===== config.mk =====
export PLATFORM = sky130hd
export DESIGN_NAME = lib_bit_scan
export DESIGN_NICKNAME = d
export VERILOG_FILES = /design/src/rtl/lib_bit_scan.sv
export SDC_FILE = /design/constraint.sdc
export NUM_CORES = 1
export LEC_CHECK = 0
export CORE_MARGIN = 1.5
export CORE_UTILIZATION = 52
export DETAILED_ROUTE_END_ITERATION = 12
export PLACE_DENSITY = 0.93
export SYNTH_ARGS = -nofsm -noshare
export SYNTH_HDL_FRONTEND = slang
export SYNTH_SLANG_ARGS = --single-unit
export TNS_END_PERCENT = 50

===== constraint.sdc =====
create_clock -name clk -period 8.92 [get_ports clk]
set_clock_uncertainty 0.1 [all_clocks]
set_input_delay 2.23 -clock clk [delete_from_list [all_inputs] [get_ports clk]]
set_output_delay 2.23 -clock clk [all_outputs]
set_load 0.01 [all_outputs]

===== src/rtl/lib_bit_scan.sv =====
// -----------------------------------------------------------------------------
// lib_bit_scan
//
// Sequential set-bit enumerator. Accepts a WIDTH-bit vector plus a one-hot
// start position and emits the position of every set bit, one per output
// beat, in circular search order beginning at the start position. Each beat
// is found with a find-first-set over the still-pending bits, starting at the
// held base position and wrapping around the vector.
//
// Parameters
//   LSB_MSB : 1 = search from LSB toward MSB, 0 = search from MSB toward LSB.
//             The search is circular in both cases.
//   WIDTH   : vector width (>= 2). IDX_W is derived from it.
//
// Ports
//   clk      in   clock, rising edge
//   rst_n    in   synchronous active-low reset
//   s_valid  in   input vector valid
//   s_ready  out  block can accept a vector (IDLE and not in reset)
//   s_vect   in   vector to enumerate
//   s_base   in   one-hot start position, sampled with s_vect
//   m_valid  out  output beat valid
//   m_ready  in   downstream accepts the beat
//   m_idx    out  binary position of the emitted bit
//   m_onehot out  one-hot of the emitted bit
//   m_last   out  final beat for the current vector
//   m_empty  out  vector had no set bits (single marker beat)
//
// States
//   IDLE | waiting for a vector, s_ready=1, m_valid=0
//   SCAN | emitting beats for the held vector, s_ready=0, m_valid=1
// -----------------------------------------------------------------------------
module lib_bit_scan #(
    parameter  int LSB_MSB = 0,
    parameter  int WIDTH   = 8,
    localparam int IDX_W   = $clog2(WIDTH)
) (
    input  logic             clk,
    input  logic             rst_n,
    input  logic             s_valid,
    output logic             s_ready,
    input  logic [WIDTH-1:0] s_vect,
    input  logic [WIDTH-1:0] s_base,
    output logic             m_valid,
    input  logic             m_ready,
    output logic [IDX_W-1:0] m_idx,
    output logic [WIDTH-1:0] m_onehot,
    output logic             m_last,
    output logic             m_empty
);

    localparam logic [WIDTH-1:0] ONE     = {{(WIDTH-1){1'b0}}, 1'b1};
    localparam logic [WIDTH-1:0] MSB_BIT = {1'b1, {(WIDTH-1){1'b0}}};
    // Start position used when the caller supplies no base.
    localparam logic [WIDTH-1:0] DEFAULT_BASE = (LSB_MSB != 0) ? ONE : MSB_BIT;

    typedef enum logic [0:0] {
        IDLE = 1'b0,
        SCAN = 1'b1
    } state_t;

    state_t           state;
    logic [WIDTH-1:0] pending;
    logic [WIDTH-1:0] base;

    logic [WIDTH-1:0] base_clean;
    logic [WIDTH-1:0] ahead;
    logic [WIDTH-1:0] hit_ahead;
    logic [WIDTH-1:0] cur_onehot;
    logic [IDX_W-1:0] cur_idx;
    logic             cur_last;
    logic             in_scan;

    // First set bit of v in search order, without wrap: lowest bit when
    // scanning upward, highest bit when scanning downward. The loop visits
    // bits in reverse search order so the last hit written is the first one.
    function automatic logic [WIDTH-1:0] first_in_order(input logic [WIDTH-1:0] v);
        logic [WIDTH-1:0] r;
        int               j;
        r = '0;
        j = 0;
        for (int i = 0; i < WIDTH; i++) begin
            j = (LSB_MSB != 0) ? (WIDTH - 1 - i) : i;
            if (v[j]) begin
                r    = '0;
                r[j] = 1'b1;
            end
        end
        return r;
    endfunction

    // A zero base falls back to the default start; a multi-hot base keeps
    // only the bit that the search would reach first.
    always_comb begin
        base_clean = DEFAULT_BASE;
        if (s_base != '0) begin
            base_clean = first_in_order(s_base);
        end
    end

    // Circular find-first-set: look first at bits from base onward in search
    // direction (base inclusive); if none remain there, wrap and take the
    // first pending bit from the start of the search order. For a downward
    // scan with base at the MSB the shift overflows to zero and the mask
    // becomes all ones, which is the intended "everything is ahead" case.
    always_comb begin
        ahead = '0;
        if (LSB_MSB != 0) begin
            ahead = ~(base - ONE);
        end else begin
            ahead = (base << 1) - ONE;
        end
        hit_ahead  = pending & ahead;
        cur_onehot = '0;
        if (hit_ahead != '0) begin
            cur_onehot = first_in_order(hit_ahead);
        end else begin
            cur_onehot = first_in_order(pending);
        end
    end

    always_comb begin
        cur_idx = '0;
        for (int i = 0; i < WIDTH; i++) begin
            if (cur_onehot[i]) begin
                cur_idx = cur_idx | IDX_W'(i);
            end
        end
    end

    // An empty vector also counts as last: pending is already zero.
    assign cur_last = ((pending & ~cur_onehot) == '0);
    assign in_scan  = (state == SCAN);

    // rst_n gates s_ready so the block never advertises readiness while it is
    // being held in reset; no data input reaches any output.
    assign s_ready  = (state == IDLE) && rst_n;
    assign m_valid  = in_scan;
    assign m_onehot = in_scan ? cur_onehot : '0;
    assign m_idx    = in_scan ? cur_idx : '0;
    assign m_last   = in_scan && cur_last;
    assign m_empty  = in_scan && (pending == '0);

    always_ff @(posedge clk) begin
        if (!rst_n) begin
            state   <= IDLE;
            pending <= '0;
            base    <= '0;
        end else begin
            case (state)
                IDLE: begin
                    if (s_valid) begin
                        pending <= s_vect;
                        base    <= base_clean;
                        state   <= SCAN;
                    end
                end
                SCAN: begin
                    if (m_ready) begin
                        // base is held so the circular order stays anchored.
                        pending <= pending & ~cur_onehot;
                        if (cur_last) begin
                            state <= IDLE;
                        end
                    end
                end
            endcase
        end
    end

endmodule

; After elaboration in Yosys (flattened, before gate mapping)
; Cells that the tools add are included.
[totals]
ff_bits = 16
inputBits = 20
out_inout_bits = 15
wordCells = 61
[classes]
n_addsub = 1
n_eq_ne = 2
n_mux = 42
bitwise = 4
reduce_logical = 9
[op_table]
columns = op, n
row1 = $mux 8, 18
row2 = $mux 7, 4
row3 = $mux 3, 6
row4 = $and 8x8->8, 2
row5 = $logic_not 8->1, 2
row6 = $pmux 8 s2, 1
row7 = $reduce_bool 8->1, 2
row8 = $not 8->8, 1
row9 = $sub 8x1->8 const B, 1
row10 = $mux 1, 7
row11 = $mux 2, 3
row12 = $mux 5, 1
row13 = $mux 4, 1
row14 = $ne 2x2->1 const B, 2
row15 = $reduce_and 2->1, 2
row16 = $logic_and 1x1->1, 3
row17 = $pmux 1 s2, 1
row18 = $not 1->1, 1

; Longest topological paths before layout
; Gate-level depths: netlist (run 1).
[depth]
ltp_word = 19
mapped_depth = 11
mapped_depth_nobuf = 10

; Worst setup path after synthesis (run 1)
; Ideal clock, no wire load.
[synth_path]
path_type = in2out
from = in rst_n
to = out s_ready
arrival_time_ns = 2.651
t_required_ns = 6.590
slack_ns = 3.939
stages = 2
n_path_buf = 1
path_cell_list = clkbuf_1 -> nor2b_1
[synth_between]
elab_chain_len = 1
[synth_lines]
columns = element, line_no
row1 = "start, declared", 39  ; input logic rst_n,
row2 = $logic_and 1x1->1, 137  ; assign s_ready = (state == IDLE) && rst_n;
row3 = "end, declared", 41  ; output logic s_ready,
; Every way passes these cells.

; Worst setup path after layout (run 1)
; Ends and elaborated chain as after synthesis.

==> results of run 1 <==
## tightest hold or removal path: cells and delay by family (launching register included)
family / cells / cell delay [ns]
compound gates: 1 / 0.07
flops: 1 / 0.37
simple gates: 1 / 0.08
## cells by family after synthesis
| logic type | synth area share |
|---|---|
| XOR/XNOR | 0.0136 |
| AND/OR/NAND/NOR | 0.373 |
| buffers and inverters | 0.0506 |
| adder cells (fa/ha/maj) | 0.00973 |
| flip-flops | 0.249 |
| multiplexers | 0.00778 |
| AO/OA/AOI/OAI | 0.297 |
## sequential cells by signal, summed over array words and instances (netlist names)
signal,count
base,7
m_valid,1
pending,8
## stage by stage
stage	utilization	worst slack, ns	cells	power [mW]
after detailed placement	0.711	2.89	228	0.158
after floorplan	-	3.94	175	0.130
after CTS	0.721	2.86	231	0.194
after global placement	0.711	2.89	228	0.156
final	0.721	2.85	231	0.196
after global routing	0.721	2.64	231	0.207
## worst max path at each step
stage            start  endpoint  slack, ns  cells after the start
2_1_floorplan    rst_n   s_ready       3.94                      2
3_3_place_gp     rst_n   s_ready       2.89                      3
3_5_place_dp     rst_n   s_ready       2.89                      3
4_1_cts          rst_n   s_ready       2.86                      3
5_1_grt        base[0]    m_last       2.64                     11
6_report         rst_n   s_ready       2.85                      3
## power groups by stage
stage	sequential (mW)	combinational (mW)	clock, mW
detailed placement	0.0844	0.0735	0
floorplan	0.0800	0.0504	0
global placement	0.0840	0.0716	0
CTS	0.0827	0.0740	0.0376
finish	0.0833	0.0752	0.0375
global route	0.0841	0.0822	0.0405
## area by class of cell
| type | instances | share of cell area |
|---|---|---|
| well taps | 28 | 0.0213 |
| repair buffers | 34 | 0.207 |
| flip-flops and latches | 16 | 0.195 |
| multi-input cells | 144 | 0.549 |
| inverters | 6 | 0.0137 |
| clock buffers | 3 | 0.0137 |
## cells in the final DEF (no fill, tap or decap), types with 5 or more instances in the layout
cell type / Yosys / layout
o21ai_1: 5 / 5
a21oi_1: 7 / 7
nand2_1: 20 / 20
a31oi_1: 5 / 5
nor3_1: 6 / 6
inv_1: 6 / 6
nor2b_1: 13 / 13
clkdlybuf4s50_1: 0 / 34
dfxtp_1: 16 / 16
a22oi_1: 6 / 6
nor2_1: 13 / 13
and2_1: 5 / 5
## metal layers
layer	routed length [µm]	part of all wire	GRT usage	vias up
met1	1570	0.43	0.358	694
met4	34	0.0092	0.0983	0
met2	1830	0.50	0.517	61
met3	245	0.067	0.0343	5
met5	0	0	0	-
li1	-	-	-	702
==> impl_metrics.toml, run 1 <==
[floorplan]
die_height_um = 52.7
ios = 35
die_area_um2 = 2780
die_x_um = 52.7
core_area_um2 = 2280
rows = 17
start_util = 0.565

[synthesis]
synth_edf_count = 0
synth_ff_type = "dfxtp_1"
ys_types = 51
synth.yosys.warnings = 0
syn_area_um2 = 1290
postSynthAreaPerCell_um2 = 7.35
synth_top_area_cell = "dfxtp_1"
yosys-top-cells-count = "nand2_1 (20), dfxtp_1 (16), nor2_1 (13), nor2b_1 (13), a21oi_1 (7)"
ys_ff_latch = 16
synth_most_common_cell = "nand2_1"
ys_async_sr_fraction = 0
ys_seq_area_frac = 0.249
ys_top_cells_by_area = "dfxtp_1 (25%), nor2b_1 (6.3%), nand2_1 (5.8%)"
syn-instance-count = 175
synth_top_area_frac = 0.249
syn-num-nets = 196

[layout]
fillers = 184
area_growth_pct = 27.6
finalInstanceArea_um2 = 1640
multi_input_area_um2 = 901
insertedDiodeCount = 0
layout-drive-gt1-share = 0.0345
fin_nets = 226
register_area_um2 = 320

[route]
wirelength_mm = 3.68
route.detailed.drc = 0
routedWlPerCell_um = 15.9
vias = 1462
drtIter0Drc = 52
vias_per_cell = 6.33
drt-pass1-iter-count = 5
ant_nets = 0

[sta]
report.final.slew_viol_count = 0
holdWs_ns = 0.454
max_freq_ghz = 0.165
setup-tns-final_ns = 0
min_period_ns = 6.07
grt_setup_unrepaired = "false"
setup_viol = 0
period_share = 0.681
tightest_slew_ns = 0.711
relSlewSlack = 0.521
hold_violations = 0

[power]
pwr-share-comb = 0.384
power_density_nw_per_um2 = 119
power_frac_seq = 0.425
switchingPower_mw = 0.0688
internal_power_mw = 0.127
power.share.clock = 0.192
leakage_nw = 0.596
peakVddDrop_mv = 0.109
swShare = 0.351

[global_route]
grt_antenna_before_repair = 0
grt_max_degree = 21
track_usage = 0.291
gr-total-overflow = 0
grt_pass1_wl_mm = 6.02
grt_pass1_vias = 1388

[clock_tree]
postCtsHoldBufs = 0
clk_latency_ns = 0.29
cts_setup_buffers = 0
cts_tree = "yes"
cts_root_buffer = "clkbuf_4"
htreeDepth = 1
cts_made_buffers = 3
cts_resized = 0
cts_buffer_depth = 2
clock-sinks = 16
path_clk_slew_ns = 0.08

[worst_setup_path]
slowest_stage = "clkdlybuf4s50_1"
crit_top_cell = "clkdlybuf4s50_1"
cp-start-kind = "input port"
critPathTopFamily = "buffers and inverters"
worstPathArrival_ns = 3.74
critPathKind = "input port to output pin"
critPathBufInv = 2
cp-end-kind = "output pin"
critical_path.cell_chain = "clkdlybuf4s50_1 -> nor2b_1 -> clkdlybuf4s50_1"
r2r-end = "m_valid"
reg2reg_from = "base[0]"
cp_data_required_time_ns = 6.59
r2r_cells = 10
r2r_slack_ns = 5.83
critPathMaxFanout = 17
cpPeakStageDelay_ns = 0.76

[placement]
place_congestion = 0.949
dpl_cell_area_um2 = 1620
port_buffers = 34
hpwl_mm = 2.82

[min_path]
min_from = "base[6]"
hold_path_class = "flip-flop to flip-flop"
hold_depth = 2
min_to = "base[6]"

[run]
drv_cap = 0

[run_status]
status = "complete, no violations"
(Power assumes the default switching activity.)
==> run 2, diff against run 1 <==
- CORE_UTILIZATION: 52 -> 43
- PLACE_DENSITY: 0.93 -> 0.83
- clock period: 8.92 -> 5.3 ns (I/O delays scaled with it)
==> impl_metrics.toml, run 2 (synthesized netlist as in run 1, its figures left out) <==
[run]
drv_cap = 0

[layout]
final_common_cell = "clkdlybuf4s50_1"
register_area_um2 = 320
largest_reg_flops = 8
fin_nets = 230
fin_cells = 238
insertedDiodeCount = 0
layout-drive-gt1-share = 0.0580
multi_input_area_um2 = 905
finalInstanceArea_um2 = 1680
fillers = 271
area_growth_pct = 30.5
regMostFlops = "pending"
layout_common_cells = "clkdlybuf4s50_1 (34), nand2_1 (20), dfxtp_1 (16)"

[route]
wirelength_mm = 3.40
drt-pass1-iter-count = 8
ant_nets = 0
route.detailed.drc = 4
routedWlPerCell_um = 14.3
drtIter0Drc = 54
vias = 1410
vias_per_cell = 5.92

[worst_setup_path]
slowest_stage = "or4_4"
critPathMaxFanout = 9
worstPathArrival_ns = 3.56
critPathTopFamily = "simple AND/OR/NAND/NOR gates"
r2r-end = "m_valid"
critPathBufInv = 2
reg2reg_from = "base[0]"
cpPeakStageDelay_ns = 0.58
r2r_slack_ns = 2.37
r2r_cells = 10
critical_path.cell_chain = "inv_1 -> ha_1 -> nor4b_4 -> and2b_1 -> mux2i_1 -> or4_4 -> o21a_1 -> a221o_1 -> nor4_2 -> and2_1 -> clkdlybuf4s50_1"
cp-start-kind = "flip-flop"
cp-end-kind = "output pin"
critPathKind = "flip-flop to output pin"
cp_data_required_time_ns = 3.88

[global_route]
track_usage = 0.220
gr-total-overflow = 0
grt_antenna_before_repair = 0
grt_pass1_vias = 1266
grt_max_degree = 21
grt_pass1_wl_mm = 5.84

[power]
p_total_mw = 0.336
power_density_nw_per_um2 = 200
peakVddDrop_mv = 0.136
leakage_nw = 0.615

[sta]
period_share = 0.940
hold_violations = 0
min_period_ns = 4.98
grt_setup_unrepaired = "false"
holdWs_ns = 0.438
relSlewSlack = 0.564
setup_viol = 0
report.final.slew_viol_count = 0
tightest_slew_ns = 0.655
setup-tns-final_ns = 0
max_freq_ghz = 0.201

[clock_tree]
htreeDepth = 1
cts_setup_buffers = 0
cts_made_buffers = 3
clock-sinks = 16
postCtsHoldBufs = 0
clk_latency_ns = 0.29
cts_root_buffer = "clkbuf_4"
cts_buffer_depth = 2
path_clk_slew_ns = 0.09
cts_tree = "yes"

[placement]
placedCellCount = 235
hpwl_mm = 2.69
place_congestion = 0.935
dpl_cell_area_um2 = 1650
port_buffers = 34

[floorplan]
ios = 35
die_area_um2 = 3330
die_height_um = 57.7
core_area_um2 = 2810
start_util = 0.459
die_x_um = 57.7
rows = 19

[min_path]
min_from = "base[6]"
hold_path_class = "flip-flop to flip-flop"
min_to = "base[6]"
hold_depth = 2

[run_status]
status = "complete, but fails checks"
failed_checks = "DRC"
run 2: routing by layer:
metal / global-route usage / part of all wire
met1: 0.318 / 0.48
met2: 0.352 / 0.46
met3: 0.00893 / 0.044
met4: 0.0797 / 0.019
met5: 0 / 0
run 2: layout make-up:
class / count / area share
multi-input cells: 144 / 0.539
repair buffers: 38 / 0.221
flip-flops and latches: 16 / 0.191
well taps: 31 / 0.0231
clock buffers: 3 / 0.0134
inverters: 6 / 0.0134
run 2: worst reg2reg max path: stages, from the launching register on:
cell and delay (ns):
dfxtp_1 0.36, inv_1 0.07, ha_1 0.20, nor4b_4 0.28
and2b_1 0.22, mux2i_1 0.12, or4_4 0.58, o21a_1 0.21
a221o_1 0.27, nor4_2 0.28, a31oi_1 0.13
run 2: worst max path at each step:
stage | cells past startpoint | startpoint | to | slack, ns
finish | 11 | base[0] | m_last | 0.32
global route | 11 | base[0] | m_last | 0.08
CTS | 11 | base[0] | m_last | 0.22
detailed placement | 11 | base[0] | m_last | 0.54
global placement | 11 | base[0] | m_last | 0.62
floorplan | 11 | base[0] | m_last | 1.26
run 2: through the flow:
stage,utilization,setup slack [ns]
after floorplan,-,1.26
after detailed placement,0.589,0.541
after global placement,0.589,0.615
final,0.599,0.319
after global routing,0.599,0.0836
after CTS,0.597,0.215
run 2: what timing repair did:
| item | in CTS | in global routing |
|---|---|---|
| hold endpoints to repair | 0 | 0 |
| setup endpoints to repair | 0 | 1 |
| resized for setup | 0 | 1 |
run 2: where the power goes:
| group | total (mW) | leakage, nW | internal (mW) | switching, mW |
|---|---|---|---|---|
| registers | 0.140 | 0.131 | 0.126 | 0.0140 |
| logic | 0.131 | 0.471 | 0.0670 | 0.0643 |
| clock network | 0.0648 | 0.0138 | 0.0264 | 0.0384 |
==> run 3, diff against run 2 <==
- CORE_UTILIZATION: 43 -> 50
- CTS_BUF_LIST: not set -> sky130_fd_sc_hd__clkbuf_2
- PLACE_DENSITY: 0.83 -> 0.9
- clock period: 5.3 -> 4.95 ns (I/O delays scaled with it)
==> impl_metrics.toml, run 3 (synthesized netlist as in run 1, its figures left out) <==
[sta]
grt_setup_unrepaired = "false"
max_freq_ghz = 0.216
holdWs_ns = 0.484
setup-tns-final_ns = 0
relSlewSlack = 0.566
hold_violations = 0
period_share = 0.935
tightest_slew_ns = 0.650
report.final.slew_viol_count = 0
setup_viol = 0
min_period_ns = 4.63
fin_ws_ns = 0.324

[worst_setup_path]
slowest_stage = "or4_4"
critPathBufInv = 1
r2r-end = "m_valid"
cp-end-kind = "output pin"
r2r_cells = 8
cpPeakStageDelay_ns = 0.53
crit_top_cell = "or4_4"
reg2reg_from = "base[2]"
r2r_slack_ns = 2.14
cp-start-kind = "flip-flop"
critPathKind = "flip-flop to output pin"
critical_path.cell_chain = "or4_4 -> a21boi_0 -> or4_4 -> o21ai_2 -> and2_1 -> nand2b_1 -> o31a_1 -> clkdlybuf4s50_1"
worstPathArrival_ns = 3.29
critPathTopFamily = "simple AND/OR/NAND/NOR gates"
critPathMaxFanout = 9
cp_data_required_time_ns = 3.61

[clock_tree]
htreeDepth = 1
clk_latency_ns = 0.30
cts_setup_buffers = 0
path_clk_slew_ns = 0.16
cts_made_buffers = 3
cts_root_buffer = "clkbuf_2"
clock-sinks = 16
cts_buffer_depth = 2
cts_tree = "yes"
postCtsHoldBufs = 0

[route]
vias_per_cell = 6.32
drtIter0Drc = 68
wirelength_mm = 3.74
route.detailed.drc = 0
drt-pass1-iter-count = 4
vias = 1499
ant_nets = 0
routedWlPerCell_um = 15.8

[global_route]
grt_antenna_before_repair = 0
track_usage = 0.293
grt_pass1_wl_mm = 6.20
grt_max_degree = 21
grt_pass1_vias = 1311
gr-total-overflow = 0

[min_path]
min_from = "base[6]"
hold_path_class = "flip-flop to flip-flop"
hold_depth = 2
min_to = "base[6]"

[power]
peakVddDrop_mv = 0.219
power_density_nw_per_um2 = 212
leakage_nw = 0.628

[floorplan]
ios = 35
die_x_um = 53.7
die_height_um = 53.7
rows = 18
core_area_um2 = 2450
die_area_um2 = 2890
start_util = 0.524

[layout]
fin_nets = 229
regMostFlops = "pending"
layout-drive-gt1-share = 0.0676
final_common_cell = "clkdlybuf4s50_1"
largest_reg_flops = 8
insertedDiodeCount = 0
area_growth_pct = 30.6
layout_common_cells = "clkdlybuf4s50_1 (33), nand2_1 (20), dfxtp_1 (15)"

[run]
drv_cap = 0

[placement]
port_buffers = 34
hpwl_mm = 2.92
place_congestion = 0.912
place_ws_ns = 0.275

[run_status]
status = "complete, no violations"
-- run 3: area by class of cell --
cell class              instances  area, µm²
clock buffers                   3       15.0
clock inverters                 1       3.75
fillers                       197        774
inverters                       6       22.5
multi-input cells             144        915
flip-flops and latches         16        322
well taps                      30       37.5
repair buffers                 37        365
-- run 3: worst min-delay path: cells and delay by family, from the launching register on --
kind	cells	cell delay (ns)
DFF	1	0.39
and+or+nand+nor	1	0.09
AOI/OAI and AO/OA	1	0.08
-- run 3: metrics by stage --
step                      std cells  area (µm²)  total power [mW]   util
after floorplan                 175        1290             0.235      -
after global placement          233        1640             0.287  0.670
after detailed placement        233        1640             0.292  0.670
after CTS                       237        1670             0.352  0.679
after global routing            237        1680             0.378  0.685
final                           237        1680             0.356  0.685
-- run 3: worst max-delay path by stage --
stage	start	endpoint	cells past startpoint
finish	base[2]	m_idx[2]	8
global route	base[0]	m_idx[2]	11
CTS	base[0]	m_last	11
detailed placement	base[0]	m_last	11
global placement	base[0]	m_last	11
floorplan	base[0]	m_last	11
-- run 3: per-layer routing --
layer,global-route usage,routed length (µm),up-vias,share of wire
li1,-,-,712,-
met1,0.385,1550,710,0.41
met2,0.498,1890,69,0.51
met3,0.0361,248,8,0.066
met4,0.0855,52,0,0.014
met5,0,0,-,0
-- run 3: what timing repair did --
| item | in CTS | in global routing |
|---|---|---|
| pin swaps | 0 | 2 |
| resized for setup | 1 | 4 |
| setup endpoints to repair | 1 | 4 |
-- run 3: power breakdown --
part	leakage, nW	internal [mW]	switching [mW]	total (mW)
Clock	0.0140	0.0175	0.0438	0.0614
Sequential	0.131	0.136	0.0150	0.150
Combinational	0.483	0.0711	0.0735	0.145
==> RTL change 1 (config.mk and constraints of run 2) <==
Make the reset (`rst_n`) asynchronous in one clocked block. Comments in the files are not updated.
--- a/src/rtl/lib_bit_scan.sv
+++ b/src/rtl/lib_bit_scan.sv
@@ -141,7 +141,7 @@
     assign m_last   = in_scan && cur_last;
     assign m_empty  = in_scan && (pending == '0);
 
-    always_ff @(posedge clk) begin
+    always_ff @(posedge clk or negedge rst_n) begin
         if (!rst_n) begin
             state   <= IDLE;
             pending <= '0;
Function: differs if rst_n is asserted again (counterexample within 4 cycles, from zero or initial values and one cycle with rst_n low); with rst_n held inactive, the same outputs for 4 cycles.
==> RTL change 1 against run 2 <==
- critical path depth decreased by 3
- area after synthesis increased by 9.1%
- routed wire length increased by 4.7%
- sequential share of layout area increased by 3.2 points
- design area increased by 7.1%
- critical endpoint unchanged
- sequential cell count unchanged
- worst setup slack got worse by 0.12 ns
- cell count increased by 2.5%
- via count decreased by 1.8%
- worst hold slack improved by 0.0050 ns
- highest routed layer unchanged
- count of clock-buffer cells in the layout unchanged
- synthesized cell count decreased by 2.9%
Power is not compared: it rests on default switching activity, and its combinational part moved more than twofold at a synthesized area within 25%.
==> RTL change 1: results <==
[run_status]
status = "finished clean"

[placed_design]
gp_congestion = 0.988
dp_hpwl_um = 2690
dpl_worst_slack_ns = 0.614
placedCellCount = 241

[synthesis]
async_flop_share_pct = 100
synth.net_count = 191
syn-instance-count = 170
synth.distinct_cells = 58
synth_ff_type = "dfrtp_1"
yosysSeqAreaShare_pct = 28.5

[finish]
nets = 223
stdcell_count = 244
drive_gt1_share_pct = 10.5

[routing]
vias = 1384
wl_met1_um = 1680
dr.pass1.iters = 4
dr_wl_met3_um = 160
drt_iter0_drc = 45
route.detailed.drc = 0
drt-wirelength-per-cell_um = 14.6

[global_routing]
grt_max_degree = 31
grt_pass1_vias = 1223
grt_first_pass_wirelength_um = 5750
grt_util_all_layers_pct = 21.2

[setup_path]
ff2ff_path_depth = 7
ff2ff_setup_slack_ns = 2.24
r2r_start = "base[2]"
r2r_end = "m_valid"
worstPathArrival_ns = 3.67

[timing]
tightest_slew_ns = 0.578

[hold_path]
hp-start = "base[4]"
min_to = "base[4]"
## RTL change 1: cell count changes after synthesis, moves of 3 or more
cell / change
a21boi_1: -4
a21oi_1: -4
a22o_1: +3
a22oi_1: -5
a31oi_1: -3
and3_1: +4
dfrtp_1: +16
dfxtp_1: -16
mux2i_1: +4
nand3_1: -3
nor2b_1: -8
o21a_1: -4
o41a_1: +3
or4_1: -3
## RTL change 1: cell families after synthesis
family	after synthesis	share of synthesized area [%]
flip-flops	16	28.5
adder cells (fa/ha/maj)	1	0.891
multiplexers	8	6.95
AND/OR/NAND/NOR	82	32.4
buffers and inverters	16	4.90
XOR/XNOR	2	1.25
AO/OA/AOI/OAI	45	25.0
## RTL change 1: how the worst max path moves through the flow
stage	end	cells after the start	startpoint	slack, ns
6_report	m_last	8	base[2]	0.20
2_1_floorplan	m_last	7	base[2]	1.32
4_1_cts	m_last	8	base[2]	0.28
5_1_grt	m_last	8	base[2]	0.08
3_3_place_gp	m_last	8	base[2]	0.63
3_5_place_dp	m_last	8	base[2]	0.61
## RTL change 1: routing by layer
layer  global-route usage [%]  vias up
met2                     34.3       37
met5                        0        -
met1                     29.2      653
li1                         -      690
met3                     3.46        4
met4                     5.40        0
## RTL change 1: area by class of cell
class	instances	area [um^2]	area share [%]
sequential	16	400	22.3
clock buffer	3	22.5	1.25
tap	44	55.1	3.06
multi-input combinational	138	935	52.0
timing repair buffer	37	363	20.2
inverter	6	22.5	1.25
## RTL change 1: power groups by stage
| stage | Combinational [W] | Sequential [W] | Clock [W] |
|---|---|---|---|
| 2_1_floorplan | 0.000526 | 0.000195 | 0 |
| 3_3_place_gp | 0.000752 | 0.000225 | 0 |
| 3_5_place_dp | 0.000753 | 0.000225 | 0 |
| 4_1_cts | 0.000758 | 0.000223 | 0.0000678 |
| 5_1_grt | 0.000831 | 0.000232 | 0.0000734 |
| 6_report | 0.000760 | 0.000226 | 0.0000666 |
## RTL change 1: critical path, stage by stage, from the launching register on
cell and delay (ns):
dfrtp_1 0.45, or3_4 0.43, or3b_4 0.41, mux2i_4 0.22
nor4b_4 0.51, a211oi_1 0.15, nor4_1 0.45, and3_1 0.23
clkdlybuf4s50_1 0.53
## RTL change 1: metrics by stage
step / hold slack, ns / instance area (um^2)
2_1_floorplan: 0.379 / 1400
6_report: 0.443 / 1800
3_3_place_gp: 0.421 / 1780
5_1_grt: 0.498 / 1800
3_5_place_dp: 0.416 / 1780
4_1_cts: 0.438 / 1800
==> RTL change 2 (flow settings as in run 2) <==
Without the edit above. The parameter `WIDTH` goes from 8 to 16.
--- a/src/rtl/lib_bit_scan.sv
+++ b/src/rtl/lib_bit_scan.sv
@@ -32,7 +32,7 @@
 // -----------------------------------------------------------------------------
 module lib_bit_scan #(
     parameter  int LSB_MSB = 0,
-    parameter  int WIDTH   = 8,
+    parameter  int WIDTH   = 16,
     localparam int IDX_W   = $clog2(WIDTH)
 ) (
     input  logic             clk,
Ports: changed (resized m_idx, m_onehot, s_base and s_vect); port bits go from 35 to 60. No check against the original RTL was run, so the function may have changed too.
==> RTL change 2 against run 2 <==
- largest cell class unchanged
- critical path depth grew 4
- area after synthesis is 110% higher
- highest routed layer unchanged
- sequential cell count is 16 higher
- total power is 120% higher
- worst setup slack got worse by 0.19 ns
- worst hold slack got worse by 0.035 ns
- design area is 120% higher
- fmax fell by 3.7%
- routed wire length grew to 2.5 times the old value
==> RTL change 2: results <==
[run_status]
status = "finished clean"

[placed_design]
gp_congestion = 0.948
dpl_worst_slack_ns = 0.0859
portBuffers = 59
placedCellCount = 494
dp_hpwl_um = 6390

[power_and_ir_drop]
ir_worst_vdd_v = 0.000133
p_leak_nw = 1.45

[synthesis]
synth.net_count = 400
syn_area_per_cell_um2 = 7.45
synth_area_leaders = "dfxtp_1, nand2_1, nor2b_1"
synth_common_cells = "nand2_1, dfxtp_1, nor2_1"

[finish]
nets = 472
largest_register_ffs = 16
drive_gt1_share_pct = 16.8

[clocking]
cts_root_buf = "clkbuf_8"
h-tree-depth = 2
path_clk_slew_ns = 0.07

[global_routing]
grt_first_pass_wirelength_um = 13700
grt_max_degree = 35

[setup_path]
crit_fanout = 6
worstPathArrival_ns = 3.75
ff2ff_path_depth = 15

[routing]
route.detailed.drc = 0
drt_iter0_drc = 218
vias = 3044
viasPerCell = 5.97
dr.pass1.iters = 5
[RTL change 2: changes by cell type in the layout (fill, tap and decap cells not counted), moves of 8 or more]
cell             change
o21ai_0             +15
buf_4               +22
clkdlybuf4s50_1     +22
nand2_1             +18
nor2_1              +16
dfxtp_1             +16
inv_1                +8
a22oi_1              +8
[RTL change 2: path summary, 6_finish.rpt]
path                            startpoint           end
worst max-delay path               base[0]  m_onehot[10]
worst min-delay path              base[13]      base[13]
worst max register to register     base[0]   pending[10]
worst min register to register    base[13]      base[13]
[RTL change 2: worst max-delay path: stages, from the launching register on]
cell,delay (ns)
dfxtp_1,0.35
inv_1,0.07
ha_1,0.19
or3b_4,0.46
buf_4,0.18
nor3_4,0.19
mux2i_4,0.12
nor3_4,0.25
buf_4,0.19
nand4_4,0.14
nor4_1,0.28
a31oi_1,0.11
buf_4,0.18
buf_4,0.13
nor2_1,0.08
clkdlybuf4s50_1,0.55
[RTL change 2: repair_timing]
| item | CTS | global route |
|---|---|---|
| resized for setup | 12 | 16 |
| setup buffers | 4 | 5 |
| pin swaps | 3 | 5 |
| endpoints found under the setup margin | 5 | 11 |
| cloned | 0 | 0 |
| hold buffers | 0 | 0 |
[RTL change 2: stage by stage]
stage / TNS, ns / hold WS [ns]
after floorplan: 0 / 0.353
after global routing: -0.0662 / 0.420
final: 0 / 0.403
after global placement: 0 / 0.376
after detailed placement: 0 / 0.388
after CTS: 0 / 0.400
[RTL change 2: cell type report]
cell class,count,area [um^2]
clock buffer,6,72.6
inverter,15,56.3
sequential,32,641
multi-input combinational,296,2040
fill,542,2290
timing repair buffer,85,790
tap,75,93.8
clock inverter,1,5.00
[RTL change 2: routing by layer]
metal	GRT usage, %	vias to the layer above	share of wire (%)
met5	0	-	0
met4	6.44	0	1.1
met3	4.84	10	6.6
met2	45.5	125	49
met1	34.0	1423	43
li1	-	1486	-
[RTL change 2: where the power goes]
part           switching [W]  internal, W  leakage (nW)  total, W
combinational       0.000150     0.000132          1.14  0.000282
sequential         0.0000161     0.000250         0.261  0.000266
clock              0.0000910    0.0000892        0.0410  0.000180
total               0.000257     0.000472          1.45  0.000728
[RTL change 2: logic make-up after synthesis]
group	Yosys count	synth area share [%]
AO/OA/AOI/OAI	103	26.4
flip-flops	32	23.7
XOR/XNOR	5	1.62
adder cells (fa/ha/maj)	1	0.462
multiplexers	5	1.85
AND/OR/NAND/NOR	182	40.3
buffers and inverters	35	5.64
